## src/rtl/i2c_master_ctrl_if.sv

```systemverilog
// Command/response handshake and open-drain bus pins of one I2C master port.
interface i2c_master_ctrl_if;
    logic       cmd_valid;
    logic       cmd_ready;
    logic [1:0] cmd_op;
    logic [7:0] cmd_wdata;
    logic       cmd_nack;
    logic       rsp_valid;
    logic [7:0] rsp_rdata;
    logic       rsp_ack;
    logic       rsp_err;
    logic       arb_lost;
    logic       busy;
    logic       scl_i;
    logic       sda_i;
    logic       scl_oe;
    logic       sda_oe;

    // Controller side: takes commands and bus levels, drives responses and pull-downs.
    modport master (
        input  cmd_valid, cmd_op, cmd_wdata, cmd_nack, scl_i, sda_i,
        output cmd_ready, rsp_valid, rsp_rdata, rsp_ack, rsp_err, arb_lost, busy,
        scl_oe, sda_oe
    );

    // Register-block / channel side.
    modport slave (
        output cmd_valid, cmd_op, cmd_wdata, cmd_nack, scl_i, sda_i,
        input  cmd_ready, rsp_valid, rsp_rdata, rsp_ack, rsp_err, arb_lost, busy,
        scl_oe, sda_oe
    );
endinterface

```

## src/rtl/i2c_master_ctrl.sv

```systemverilog
// Byte-level I2C master sequencer: START / WRITE / READ / STOP from a command handshake,
// open-drain outputs, clock-stretch and arbitration-loss handling.
module i2c_master_ctrl #(
    parameter int unsigned PRESCALE = 125
) (
    input  logic              pclk,
    input  logic              presetn,
    i2c_master_ctrl_if.master bus
);

    localparam int unsigned   CW       = $clog2(PRESCALE);
    localparam logic [CW-1:0] CNT_LAST = CW'(PRESCALE - 1);

    localparam logic [2:0] ST_IDLE  = 3'd0;
    localparam logic [2:0] ST_HOLD  = 3'd1;
    localparam logic [2:0] ST_START = 3'd2;
    localparam logic [2:0] ST_BIT   = 3'd3;
    localparam logic [2:0] ST_STOP  = 3'd4;

    localparam logic [1:0] OP_START = 2'b00;
    localparam logic [1:0] OP_WRITE = 2'b01;
    localparam logic [1:0] OP_READ  = 2'b10;

    logic [2:0]    state_q, state_d;
    logic [1:0]    phase_q, phase_d;
    logic [CW-1:0] cnt_q, cnt_d;
    logic [3:0]    bit_q, bit_d;
    logic [1:0]    op_q, op_d;
    logic [7:0]    shreg_q, shreg_d;
    logic          nack_q, nack_d;
    logic          ackbit_q, ackbit_d;
    logic [7:0]    rdata_q, rdata_d;
    logic          busy_q, busy_d;
    logic          rsp_valid_q, rsp_valid_d;
    logic          rsp_ack_q, rsp_ack_d;
    logic          rsp_err_q, rsp_err_d;
    logic          arb_lost_q, arb_lost_d;
    logic          scl_oe_q, scl_oe_d;
    logic          sda_oe_q, sda_oe_d;
    logic [1:0]    scl_sync_q, scl_sync_d;
    logic [1:0]    sda_sync_q, sda_sync_d;

    logic scl_s, sda_s;
    logic cmd_ready;
    logic accept;
    logic active;
    logic stall;
    logic arb_hit;

    assign scl_s     = scl_sync_q[1];
    assign sda_s     = sda_sync_q[1];
    assign cmd_ready = (state_q == ST_IDLE) || (state_q == ST_HOLD);
    assign accept    = bus.cmd_valid && cmd_ready;
    assign active    = (state_q == ST_START) || (state_q == ST_BIT) || (state_q == ST_STOP);

    // Stretch: a released SCL that still reads low keeps Q1 from ending and freezes Q2.
    // Q1 only waits at its last count so the synchronizer lag costs no time on a free bus.
    assign stall = active && !scl_oe_q && !scl_s &&
                   (((phase_q == 2'd1) && (cnt_q == CNT_LAST)) || (phase_q == 2'd2));

    // Two-flop synchronizers for the wired bus levels.
    always_comb begin
        scl_sync_d = {scl_sync_q[0], bus.scl_i};
        sda_sync_d = {sda_sync_q[0], bus.sda_i};
    end

    // Sequencer next state: command accept, quarter timing, bit sampling and responses.
    always_comb begin
        state_d     = state_q;
        phase_d     = phase_q;
        cnt_d       = cnt_q;
        bit_d       = bit_q;
        op_d        = op_q;
        shreg_d     = shreg_q;
        nack_d      = nack_q;
        ackbit_d    = ackbit_q;
        rdata_d     = rdata_q;
        busy_d      = busy_q;
        rsp_valid_d = 1'b0;
        rsp_ack_d   = 1'b0;
        rsp_err_d   = 1'b0;
        arb_lost_d  = 1'b0;
        arb_hit     = 1'b0;

        case (state_q)
            ST_IDLE: begin
                if (accept) begin
                    if (bus.cmd_op == OP_START) begin
                        state_d = ST_START;
                        phase_d = 2'd0;
                        cnt_d   = '0;
                    end else begin
                        rsp_valid_d = 1'b1;
                        rsp_err_d   = 1'b1;
                    end
                end
            end
            ST_HOLD: begin
                if (accept) begin
                    phase_d = 2'd0;
                    cnt_d   = '0;
                    bit_d   = 4'd0;
                    case (bus.cmd_op)
                        OP_START: state_d = ST_START;
                        OP_WRITE: begin
                            state_d = ST_BIT;
                            op_d    = OP_WRITE;
                            shreg_d = bus.cmd_wdata;
                        end
                        OP_READ: begin
                            state_d = ST_BIT;
                            op_d    = OP_READ;
                            shreg_d = 8'h00;
                            nack_d  = bus.cmd_nack;
                        end
                        default: state_d = ST_STOP;
                    endcase
                end
            end
            ST_START, ST_BIT, ST_STOP: begin
                if (!stall) begin
                    if (cnt_q != CNT_LAST) begin
                        cnt_d = cnt_q + 1'b1;
                    end else begin
                        cnt_d   = '0;
                        phase_d = phase_q + 2'd1;
                        case (state_q)
                            ST_START: begin
                                // Someone else holds SDA low while we expect a free bus.
                                if ((phase_q == 2'd1) && !sda_s) begin
                                    arb_hit = 1'b1;
                                end else if (phase_q == 2'd3) begin
                                    state_d     = ST_HOLD;
                                    busy_d      = 1'b1;
                                    rsp_valid_d = 1'b1;
                                end
                            end
                            ST_BIT: begin
                                if (phase_q == 2'd2) begin
                                    if (bit_q == 4'd8) begin
                                        ackbit_d = !sda_s;
                                    end else if (op_q == OP_READ) begin
                                        shreg_d = {shreg_q[6:0], sda_s};
                                    end else if (shreg_q[7] && !sda_s) begin
                                        arb_hit = 1'b1;
                                    end
                                end else if (phase_q == 2'd3) begin
                                    if (bit_q == 4'd8) begin
                                        state_d     = ST_HOLD;
                                        rsp_valid_d = 1'b1;
                                        rsp_ack_d   = (op_q == OP_WRITE) && ackbit_q;
                                        if (op_q == OP_READ) begin
                                            rdata_d = shreg_q;
                                        end
                                    end else begin
                                        bit_d = bit_q + 4'd1;
                                        if (op_q == OP_WRITE) begin
                                            shreg_d = {shreg_q[6:0], 1'b0};
                                        end
                                    end
                                end
                            end
                            default: begin
                                if (phase_q == 2'd3) begin
                                    state_d     = ST_IDLE;
                                    busy_d      = 1'b0;
                                    rsp_valid_d = 1'b1;
                                end
                            end
                        endcase
                    end
                end
            end
            default: state_d = ST_IDLE;
        endcase

        if (arb_hit) begin
            state_d     = ST_IDLE;
            busy_d      = 1'b0;
            rsp_valid_d = 1'b1;
            arb_lost_d  = 1'b1;
        end
    end

    // Pull-down enables for the upcoming cycle, derived from the next phase so the
    // registered outputs line up with the quarter they belong to.
    always_comb begin
        scl_oe_d = scl_oe_q;
        sda_oe_d = sda_oe_q;
        case (state_d)
            ST_IDLE: begin
                scl_oe_d = 1'b0;
                sda_oe_d = 1'b0;
            end
            ST_START: begin
                case (phase_d)
                    2'd0:    sda_oe_d = 1'b0;
                    2'd1:    scl_oe_d = 1'b0;
                    2'd2:    sda_oe_d = 1'b1;
                    default: scl_oe_d = 1'b1;
                endcase
            end
            ST_BIT: begin
                case (phase_d)
                    2'd0: begin
                        scl_oe_d = 1'b1;
                        if (bit_d == 4'd8) begin
                            sda_oe_d = (op_d == OP_READ) && !nack_d;
                        end else begin
                            sda_oe_d = (op_d == OP_WRITE) && !shreg_d[7];
                        end
                    end
                    2'd1:    scl_oe_d = 1'b0;
                    2'd3:    scl_oe_d = 1'b1;
                    default: ;
                endcase
            end
            ST_STOP: begin
                case (phase_d)
                    2'd0: begin
                        scl_oe_d = 1'b1;
                        sda_oe_d = 1'b1;
                    end
                    2'd1:    scl_oe_d = 1'b0;
                    2'd3:    sda_oe_d = 1'b0;
                    default: ;
                endcase
            end
            default: ;
        endcase
    end

    // State registers; reset releases both lines without waiting for a clock.
    always_ff @(posedge pclk or negedge presetn) begin
        if (!presetn) begin
            state_q     <= ST_IDLE;
            phase_q     <= 2'd0;
            cnt_q       <= '0;
            bit_q       <= 4'd0;
            op_q        <= OP_START;
            shreg_q     <= 8'h00;
            nack_q      <= 1'b0;
            ackbit_q    <= 1'b0;
            rdata_q     <= 8'h00;
            busy_q      <= 1'b0;
            rsp_valid_q <= 1'b0;
            rsp_ack_q   <= 1'b0;
            rsp_err_q   <= 1'b0;
            arb_lost_q  <= 1'b0;
            scl_oe_q    <= 1'b0;
            sda_oe_q    <= 1'b0;
            scl_sync_q  <= 2'b11;
            sda_sync_q  <= 2'b11;
        end else begin
            state_q     <= state_d;
            phase_q     <= phase_d;
            cnt_q       <= cnt_d;
            bit_q       <= bit_d;
            op_q        <= op_d;
            shreg_q     <= shreg_d;
            nack_q      <= nack_d;
            ackbit_q    <= ackbit_d;
            rdata_q     <= rdata_d;
            busy_q      <= busy_d;
            rsp_valid_q <= rsp_valid_d;
            rsp_ack_q   <= rsp_ack_d;
            rsp_err_q   <= rsp_err_d;
            arb_lost_q  <= arb_lost_d;
            scl_oe_q    <= scl_oe_d;
            sda_oe_q    <= sda_oe_d;
            scl_sync_q  <= scl_sync_d;
            sda_sync_q  <= sda_sync_d;
        end
    end

    assign bus.cmd_ready = cmd_ready;
    assign bus.rsp_valid = rsp_valid_q;
    assign bus.rsp_rdata = rdata_q;
    assign bus.rsp_ack   = rsp_ack_q;
    assign bus.rsp_err   = rsp_err_q;
    assign bus.arb_lost  = arb_lost_q;
    assign bus.busy      = busy_q;
    assign bus.scl_oe    = scl_oe_q;
    assign bus.sda_oe    = sda_oe_q;

endmodule

```

## src/flat_wrapper.sv

```systemverilog
// flat-port wrapper written by rule: the top's interface ports become plain ports
module i2c_master_ctrl_flat 
#(
    parameter int unsigned PRESCALE = 125
)
  (pclk, presetn, bus_cmd_valid, bus_cmd_op, bus_cmd_wdata, bus_cmd_nack, bus_scl_i, bus_sda_i, bus_cmd_ready, bus_rsp_valid, bus_rsp_rdata, bus_rsp_ack, bus_rsp_err, bus_arb_lost, bus_busy, bus_scl_oe, bus_sda_oe);
  i2c_master_ctrl_if bus_i ();
  input  logic pclk;
  input  logic presetn;
  input wire logic [$bits(bus_i.cmd_valid)-1:0] bus_cmd_valid;
  input wire logic [$bits(bus_i.cmd_op)-1:0] bus_cmd_op;
  input wire logic [$bits(bus_i.cmd_wdata)-1:0] bus_cmd_wdata;
  input wire logic [$bits(bus_i.cmd_nack)-1:0] bus_cmd_nack;
  input wire logic [$bits(bus_i.scl_i)-1:0] bus_scl_i;
  input wire logic [$bits(bus_i.sda_i)-1:0] bus_sda_i;
  output wire logic [$bits(bus_i.cmd_ready)-1:0] bus_cmd_ready;
  output wire logic [$bits(bus_i.rsp_valid)-1:0] bus_rsp_valid;
  output wire logic [$bits(bus_i.rsp_rdata)-1:0] bus_rsp_rdata;
  output wire logic [$bits(bus_i.rsp_ack)-1:0] bus_rsp_ack;
  output wire logic [$bits(bus_i.rsp_err)-1:0] bus_rsp_err;
  output wire logic [$bits(bus_i.arb_lost)-1:0] bus_arb_lost;
  output wire logic [$bits(bus_i.busy)-1:0] bus_busy;
  output wire logic [$bits(bus_i.scl_oe)-1:0] bus_scl_oe;
  output wire logic [$bits(bus_i.sda_oe)-1:0] bus_sda_oe;
  assign bus_i.cmd_valid = bus_cmd_valid;
  assign bus_i.cmd_op = bus_cmd_op;
  assign bus_i.cmd_wdata = bus_cmd_wdata;
  assign bus_i.cmd_nack = bus_cmd_nack;
  assign bus_i.scl_i = bus_scl_i;
  assign bus_i.sda_i = bus_sda_i;
  assign bus_cmd_ready = bus_i.cmd_ready;
  assign bus_rsp_valid = bus_i.rsp_valid;
  assign bus_rsp_rdata = bus_i.rsp_rdata;
  assign bus_rsp_ack = bus_i.rsp_ack;
  assign bus_rsp_err = bus_i.rsp_err;
  assign bus_arb_lost = bus_i.arb_lost;
  assign bus_busy = bus_i.busy;
  assign bus_scl_oe = bus_i.scl_oe;
  assign bus_sda_oe = bus_i.sda_oe;
  i2c_master_ctrl #(.PRESCALE(PRESCALE)) u_core (.pclk(pclk), .presetn(presetn), .bus(bus_i));
endmodule
```

## config.mk

```make
export PLATFORM = sky130hd
export DESIGN_NAME = i2c_master_ctrl_flat
export DESIGN_NICKNAME = d
export VERILOG_FILES = /design/src/rtl/i2c_master_ctrl_if.sv /design/src/rtl/i2c_master_ctrl.sv /design/src/flat_wrapper.sv
export SDC_FILE = /design/constraint.sdc
export NUM_CORES = 1
export LEC_CHECK = 0
export ABC_AREA = 1
export CORE_MARGIN = 3
export CORE_UTILIZATION = 44
export CTS_CLUSTER_DIAMETER = 60
export DETAILED_ROUTE_END_ITERATION = 8
export SLEW_MARGIN = 20
export SYNTH_ARGS = -nofsm -noshare
export SYNTH_HDL_FRONTEND = slang
export SYNTH_SLANG_ARGS = --single-unit
```

## constraint.sdc

```tcl
create_clock -name pclk -period 3.55 [get_ports pclk]
set_input_delay 0.71 -clock pclk [delete_from_list [all_inputs] [get_ports pclk]]
set_output_delay 0.71 -clock pclk [all_outputs]
set_load 0.02 [all_outputs]
```

==> flow_summary.toml, run 1 <==
[floorplan]
num_rows = 28
coreArea_sq_um = 6130
die_w_um = 87.1
fp.dieArea_sq_um = 7590
io_pins = 32
die_h_um = 87.1
initial_core_util_pct = 47.2

[finish]
finalNonFillerCells = 484
drive_gt1_share_pct = 13.0
final.fill_count = 580
n_antenna_cell = 0
nets = 440
syn_to_final_growth_pct = 16.6
stdcell_area_sq_um = 3380

[clock_network]
ctsResizeCount = 0
clock-sinks = 47
cts-root-buf = "clkbuf_8"
postCtsHoldBufs = 0
cts_tree = "built"
cts_max_level = 2
cts_buffers = 5
post_cts_buffers = 0
clk_pin_slew_ps = 80
clk_latency_ps = 300
clock_path_buffers = 2

[setup_path]
r2r_slack_ps = 670
crit_type = "in2reg"
critPathArrivalTime_ps = 3110
cp_max_fo = 6
cp_data_required_time_ps = 3740
crit_path_end_kind = "flip-flop"
worstSetupStartpointType = "input pin"

[power]
switching_share_pct = 41.0
pwr-share-seq_pct = 41.2
comb_power_share_pct = 40.6
power_mw = 1.74
clkPwrFrac_pct = 18.2
powerDensity_nw_per_um2 = 516
p_int_mw = 1.03
p_leak_nw = 1.68
max-vdd-ir-drop_v = 0.000356
switchingPower_uw = 714

[drt]
postRouteAntennaNets = 0
firstDrtPassIters = 4
drc = 0
drt_iter0_markers = 145
vias_per_cell = 5.19
wl_um = 6590
vias = 2511
post_drt_wl_per_cell_um = 13.6

[grt]
grt_pass1_vias = 2317
grt_overflow_total = 0
grt_use_total_pct = 18.6
grt_max_degree = 48
antenna_found_initial = 0
grt_pass1_wl_um = 11200

[synthesis]
yosysSeqAreaShare_pct = 40.8
synth_largest_area_cell = "dfrtp_1"
syn_inst = 372
synth_edf_count = 0
syn-cell-area_sq_um = 2900
synth_top_area_share_pct = 37.1
synth_cell_types = 36
ys_warn_count = 0
synth-seq-cells = 47
netlist_top_cells_area = "dfrtp_1 (37%), nand2_1 (9.8%), inv_1 (7.8%)"
syn_avg_cell_area_sq_um = 7.79
async_reset_ff_share_pct = 100
synth_flop_cell = "dfrtp_1"
syn_nets = 404

[timing]
drv_slew = 0
timing.final.crit_share_pct = 82.1
rsz0062_at_grt = "false"
fin_tns_setup_ps = 0
layout_min_cycle_time_ps = 2910
setup_viol = 0
fmax_mhz = 343
slew-limit-headroom_pct = 56.4
hold_violations = 0
worst_slew_pin_slew_ps = 653
whs_ps = 361
fin_worst_skew_ps = 7.38

[status]
status = "complete, no violations"

[placement]
dp.cells = 476
hpwl_um = 5040
place_congestion = 0.908
placed_area_sq_um = 3290
io_buffers = 31

[run]
drv_cap = 0

[hold_path]
hold_path.class = "reg2reg"
==> cells by family after synthesis <==
family                     share of synthesized area (%)
and+or+nand+nor                                     29.7
buffers and inverters                               9.81
AOI/OAI and AO/OA                                   12.1
DFF                                                 40.8
adders and majority gates                           6.91
muxes                                              0.734
==> sequential cells by signal (all words and copies together) (netlist names), 2 cells and up <==
signal / flops
u_core.bit_q: 4
u_core.bus.rsp_rdata: 8
u_core.cnt_q: 7
u_core.op_q: 2
u_core.phase_q: 2
u_core.scl_sync_q: 2
u_core.sda_sync_q: 2
u_core.shreg_q: 8
u_core.state_q: 3
==> critical path: stages <==
cell and delay (ps):
clkdlybuf4s50_1 500, inv_1 70, ha_1 210, nand2_1 110, a21oi_2 70, nand2_2 140, a21oi_2 70, o22ai_1 350
inv_1 130, ha_1 260, nor2_1 120, inv_1 50, nand2_1 60, nand2_1 60, o21ai_1 130, nand2_1 60
==> cell usage in the layout, fill, tap and decap left out, types with 11 or more instances in the layout <==
| cell type | synthesis | layout |
|---|---|---|
| inv_1 | 60 | 60 |
| ha_1 | 16 | 16 |
| clkdlybuf4s50_1 | 0 | 30 |
| nand2_1 | 76 | 76 |
| a21oi_1 | 11 | 11 |
| o21ai_0 | 18 | 18 |
| nand3_1 | 32 | 32 |
| dfrtp_1 | 43 | 43 |
| o21ai_1 | 13 | 13 |
| nor2_1 | 25 | 25 |
==> area by class of cell <==
class                   count  area [sq um]  share of cell area (%)
multi-input cells         252          1440                    42.6
flip-flops and latches     47          1180                    35.0
repair buffers             33           323                    9.56
inverters                  69           259                    7.67
well taps                  75          93.8                    2.78
clock buffers               5          68.8                    2.04
clock inverters             3          15.0                   0.444
==> per-layer routing <==
| metal | global-route usage [%] | wire length, um | vias to the layer above |
|---|---|---|---|
| met3 | 2.93 | 280 | 16 |
| met2 | 28.2 | 2920 | 66 |
| met5 | 0 | 0 | - |
| met1 | 27.0 | 3250 | 1150 |
| met4 | 6.28 | 140 | 0 |
| li1 | - | - | 1279 |
==> path summary, 6_finish.rpt <==
path                                      startpoint                   end  cells past startpoint
worst max-delay path                   bus_cmd_op[0]     u_core.bus.scl_oe                     16
worst min-delay path            u_core.scl_sync_q[0]  u_core.scl_sync_q[1]                      0
worst max register to register     u_core.phase_q[0]     u_core.bus.scl_oe                     17
worst min register to register  u_core.scl_sync_q[0]  u_core.scl_sync_q[1]                      0
max in group asynchronous                    presetn         u_core.nack_q                      1
min in group asynchronous                    presetn       u_core.bit_q[1]                      1
==> per-stage QoR <==
step                setup slack [ps]  util, %
floorplan                        811        -
global placement                 429     53.6
detailed placement               303     53.6
CTS                              633     55.0
global route                     281     55.1
finish                           635     55.1
==> power groups by stage <==
stage / sequential [mW] / clock, mW / combinational, mW
2_1_floorplan: 0.723 / 0 / 0.486
3_3_place_gp: 0.727 / 0 / 0.696
3_5_place_dp: 0.730 / 0 / 0.704
4_1_cts: 0.719 / 0.329 / 0.706
5_1_grt: 0.734 / 0.355 / 0.806
6_report: 0.718 / 0.317 / 0.708
==> cells in the mapped netlist, types with 2 or more instances <==
library cell   n
nand2_2        7
nor3b_1        4
a22oi_1        4
ha_1          16
a211oi_1       3
o22ai_1        2
nor2_4         2
o21ai_1       13
a21oi_1       11
inv_1         60
dfstp_2        4
buf_2          2
nand3_1       32
a21oi_2        3
nor2_2         4
nand4_2        2
o21ai_0       18
inv_2          9
nor2_1        25
nor3_1         6
nand4_1       10
nand2_1       76
nand2_4        4
dfrtp_1       43
Power figures use the tool's default switching activity.
==> run 2, diff against run 1 <==
==> constraint.sdc (replaced) <==
create_clock -name pclk -period 2.7 [get_ports pclk]
set_input_delay 0.54 -clock pclk [delete_from_list [all_inputs] [get_ports pclk]]
set_output_delay 0.54 -clock pclk [all_outputs]
set_load 0.02 [all_outputs]
==> run 2 against run 1 <==
Net effect: design area rose by 6.4%; clock-buffer cell count rose by 3; sequential power rose by 32%; sequential share of layout area fell by 2.1 points; combinational power rose by 41%; final cell count rose by 5.0%; critical path depth rose by 5; total power rose by 39%; clock skew fell by 2.5 ps; first-iteration DRC count fell by 25%; worst hold slack got worse by 210 ps; non-clock buffer count rose by 24; largest power group is now combinational logic; highest routed layer unchanged.
==> flow_summary.toml, run 2 (same netlist as run 1, synthesis figures left out) <==
[status]
status = "complete, no violations"

[clock_network]
clock-sinks = 47
cts_buffers = 5
clock_path_buffers = 2
postCtsHoldBufs = 0
cts_max_level = 2
clk_pin_slew_ps = 90
clk_latency_ps = 310
cts_tree = "built"
cts-root-buf = "clkbuf_8"

[drt]
drc = 0
vias = 2547
wl_um = 6710
postRouteAntennaNets = 0
drt_iter0_markers = 109
vias_per_cell = 5.01
firstDrtPassIters = 4
post_drt_wl_per_cell_um = 13.2

[placement]
place_congestion = 0.871
placed_area_sq_um = 3470
io_buffers = 31
hpwl_um = 5310

[timing]
fmax_mhz = 403
fin_tns_setup_ps = 0
timing.final.crit_share_pct = 91.9
slew-limit-headroom_pct = 71.5
rsz0062_at_grt = "false"
whs_ps = 154
worst_slew_pin_slew_ps = 427
layout_min_cycle_time_ps = 2480
hold_violations = 0
drv_slew = 0
fin_worst_skew_ps = 4.84
setup_viol = 0

[power]
switchingPower_uw = 950
comb_power_share_pct = 41.4
switching_share_pct = 39.3
clkPwrFrac_pct = 19.5
max-vdd-ir-drop_v = 0.000411
powerDensity_nw_per_um2 = 672
p_int_mw = 1.47
pwr-share-seq_pct = 39.1
p_leak_nw = 1.79

[setup_path]
worstSetupStartpointType = "flip-flop"
crit_type = "reg2reg"
cp_data_required_time_ps = 2900
reg2reg_from = "u_core.cnt_q[0]"
critPathArrivalTime_ps = 2680
crit_path_end_kind = "flip-flop"
cp_max_fo = 4
critPathLaunch = "u_core.cnt_q[0]"

[grt]
grt_max_degree = 30
grt_pass1_wl_um = 11300
antenna_found_initial = 0
grt_overflow_total = 0
grt_use_total_pct = 18.9
grt_pass1_vias = 2426

[finish]
drive_gt1_share_pct = 19.2
final_common_cell = "nand2_1"
n_antenna_cell = 0
layout_common_cells = "nand2_1 (75), inv_1 (60), dfrtp_1 (42), nand3_1 (32), clkdlybuf4s50_1 (30)"
final.fill_count = 582
final-seq-area_sq_um = 1180
multi_input_area_sq_um = 1460
fin_util_pct = 58.7
stdcell_area_sq_um = 3600
nets = 464
syn_to_final_growth_pct = 24.1

[floorplan]
die_w_um = 87.1
coreArea_sq_um = 6130
io_pins = 32
die_h_um = 87.1
num_rows = 28
fp.dieArea_sq_um = 7590
initial_core_util_pct = 47.2

[run]
drv_cap = 0

[hold_path]
hold_path.class = "in2async"
run 2: area by class of cell:
type	instances	share of cell area, %
repair buffers	57	13.9
clock buffers	8	2.78
flip-flops and latches	47	32.9
multi-input cells	252	40.6
well taps	75	2.61
inverters	69	7.20
run 2: final timing paths:
check	to	slack (ps)	cells after the start
hold reg to reg	u_core.scl_sync_q[1]	360	0
setup reg to reg	u_core.bus.scl_oe	220	21
min in group pclk	u_core.scl_sync_q[1]	360	0
max in group asynchronous	u_core.sda_sync_q[1]	1780	2
setup / recovery	u_core.bus.scl_oe	220	21
hold / removal	u_core.cnt_q[6]	150	1
run 2: repair_timing:
| action | in CTS | in global routing |
|---|---|---|
| endpoints found under the hold margin | 0 | 0 |
| setup buffers | 0 | 0 |
| gates resized for setup | 0 | 9 |
| endpoints found under the setup margin | 0 | 2 |
run 2: through the flow:
stage	setup WS (ps)	instances	total power, mW
after floorplan	84.7	372	1.59
after global placement	-117	500	1.93
after detailed placement	-220	500	1.94
after CTS	58.0	508	2.42
after global routing	8.44	508	2.61
final	220	508	2.42
run 2: critical path, cell delays in order, from the launching register on:
cell and delay [ps]:
dfrtp_1 360, inv_1 80, ha_1 200, nand2_1 60, inv_1 60, nand3_1 100
nand2_2 90, nand2_4 90, nand2_2 60, nor2_2 100, inv_1 80, buf_4 140
nand2_1 70, nand2_1 70, buf_4 140, ha_1 190, nor2_2 140, inv_1 50
nand2_1 50, nand2_1 60, o21ai_1 130, nand2_1 50
run 2: routing by layer:
metal / global-route usage (%) / share of wire (%)
met4: 5.16 / 0.97
met3: 4.45 / 5.4
met1: 26.6 / 49
met2: 29.1 / 45
met5: 0 / 0
run 2: power by group through the flow:
| stage | registers [mW] | logic (mW) | clock network [mW] |
|---|---|---|---|
| after floorplan | 0.952 | 0.640 | 0 |
| after global placement | 0.955 | 0.972 | 0 |
| after detailed placement | 0.957 | 0.985 | 0 |
| after CTS | 0.943 | 0.991 | 0.482 |
| after global routing | 0.962 | 1.14 | 0.511 |
| final | 0.945 | 1.00 | 0.471 |
==> run 3, diff against run 2 <==
--- a/config.mk
+++ b/config.mk
@@ -6,6 +6,7 @@
 export NUM_CORES = 1
 export LEC_CHECK = 0
 export ABC_AREA = 1
+export CORE_ASPECT_RATIO = 1.4
 export CORE_MARGIN = 3
 export CORE_UTILIZATION = 44
 export CTS_CLUSTER_DIAMETER = 60
==> run 3 against run 2 <==
Net effect: non-clock buffer count decreased by 1; combinational power about the same; final cell count is 0.79% lower; clock skew grew 0.54 ps; global-route usage is 0.64 points higher; register-to-register slack improved by 60 ps; die area up 0.18%; largest cell class unchanged; via count grew 0.67%.
==> flow_summary.toml, run 3 (same netlist as run 1, synthesis figures left out) <==
[status]
status = "complete, no violations"

[run]
drv_cap = 0

[clock_network]
postCtsHoldBufs = 0
cts-root-buf = "clkbuf_8"
cts_tree = "built"
cts_buffers = 5
clk_pin_slew_ps = 90
cts_max_level = 2
clock_path_buffers = 2
clk_latency_ps = 300
clock-sinks = 47

[setup_path]
crit_buf_inv = 4
crit_family = "buffers and inverters"
cp_slowest_cell = "clkdlybuf4s50_1"
crit_top_cell = "nand2_1"
crit_type = "in2reg"
cp_max_fo = 3
critPathArrivalTime_ps = 2700
cp_data_required_time_ps = 2900
crit_path_end_kind = "flip-flop"
worstSetupStartpointType = "input pin"
slowest_delay_ps = 500
path_cells = "clkdlybuf4s50_1, inv_1, nor2_2, nand2_1, a21oi_2, nand2_2, a21oi_4, o22ai_4, buf_4, ha_1, nor2_1, inv_1, nand2_1, nand2_1, o21ai_1, nand2_1"

[finish]
drive_gt1_share_pct = 18.1
final_common_cell = "nand2_1"
fin_util_pct = 57.1
n_antenna_cell = 0
layout_common_cells = "nand2_1 (76), inv_1 (59), dfrtp_1 (43), nand3_1 (32), clkdlybuf4s50_1 (30)"
syn_to_final_growth_pct = 24.1
nets = 463

[timing]
worst_slew_pin_slew_ps = 456
layout_min_cycle_time_ps = 2500
drv_slew = 0
hold_violations = 0
fin_tns_setup_ps = 0
timing.final.crit_share_pct = 92.6
slew-limit-headroom_pct = 69.6
setup_viol = 0
fin_worst_skew_ps = 5.39
fmax_mhz = 400

[grt]
grt_pass1_wl_um = 11500
grt_pass1_vias = 2503
antenna_found_initial = 0
grt_max_degree = 28
grt_overflow_total = 0
grt_use_total_pct = 19.5

[drt]
firstDrtPassIters = 4
vias = 2564
drc = 0
post_drt_wl_per_cell_um = 13.6
wl_um = 6870
vias_per_cell = 5.09
postRouteAntennaNets = 0
drt_iter0_markers = 74

[placement]
hpwl_um = 5340
io_buffers = 31
place_congestion = 0.849

[floorplan]
die_h_um = 102
fp.dieArea_sq_um = 7610
num_rows = 34
coreArea_sq_um = 6300
initial_core_util_pct = 46.0
io_pins = 32
die_w_um = 74.6

[power]
power_mw = 2.48
max-vdd-ir-drop_v = 0.000457
powerDensity_nw_per_um2 = 691
p_leak_nw = 1.80

[hold_path]
hold_path.class = "in2async"
run 3: worst paths after layout:
| check | start | end | slack [ps] | cells after the start |
|---|---|---|---|---|
| max in group asynchronous | presetn | u_core.scl_sync_q[0] | 1770 | 2 |
| min in group pclk | u_core.scl_sync_q[0] | u_core.scl_sync_q[1] | 360 | 0 |
| worst max register to register | u_core.cnt_q[0] | u_core.bus.scl_oe | 280 | 19 |
| worst min-delay path | presetn | u_core.bus.rsp_ack | 170 | 1 |
| worst max-delay path | bus_cmd_valid | u_core.bus.scl_oe | 200 | 16 |
| worst min register to register | u_core.scl_sync_q[0] | u_core.scl_sync_q[1] | 360 | 0 |
run 3: timing repair:
action,4_1_cts,5_1_grt
setup buffers,0,2
resized for setup,0,4
setup endpoints to repair,0,2
run 3: stage by stage:
stage	hold WS (ps)	setup slack (ps)	instances	instance area, sq um
finish	173	201	504	3600
global route	206	-6.41	504	3600
CTS	187	40.4	502	3560
detailed placement	347	-224	494	3440
global placement	346	-110	494	3440
floorplan	244	84.7	372	2900
run 3: layout make-up:
cell class,instances,area (sq um)
clock buffers,6,82.6
clock inverters,2,35.0
fillers,616,2700
inverters,69,259
multi-input cells,252,1460
flip-flops and latches,47,1180
well taps,72,90.1
repair buffers,56,493
run 3: metal layers:
layer	GRT usage, %	share of wire [%]	vias to the layer above
met1	23.4	43	1169
met4	7.12	2.8	0
met5	0	0	-
li1	-	-	1320
met2	34.7	51	63
met3	2.95	3.4	12
run 3: power by group:
part           total [mW]  switching (mW)  internal [mW]
clock network       0.542           0.242          0.300
registers           0.946          0.0964          0.850
logic               0.997           0.617          0.380
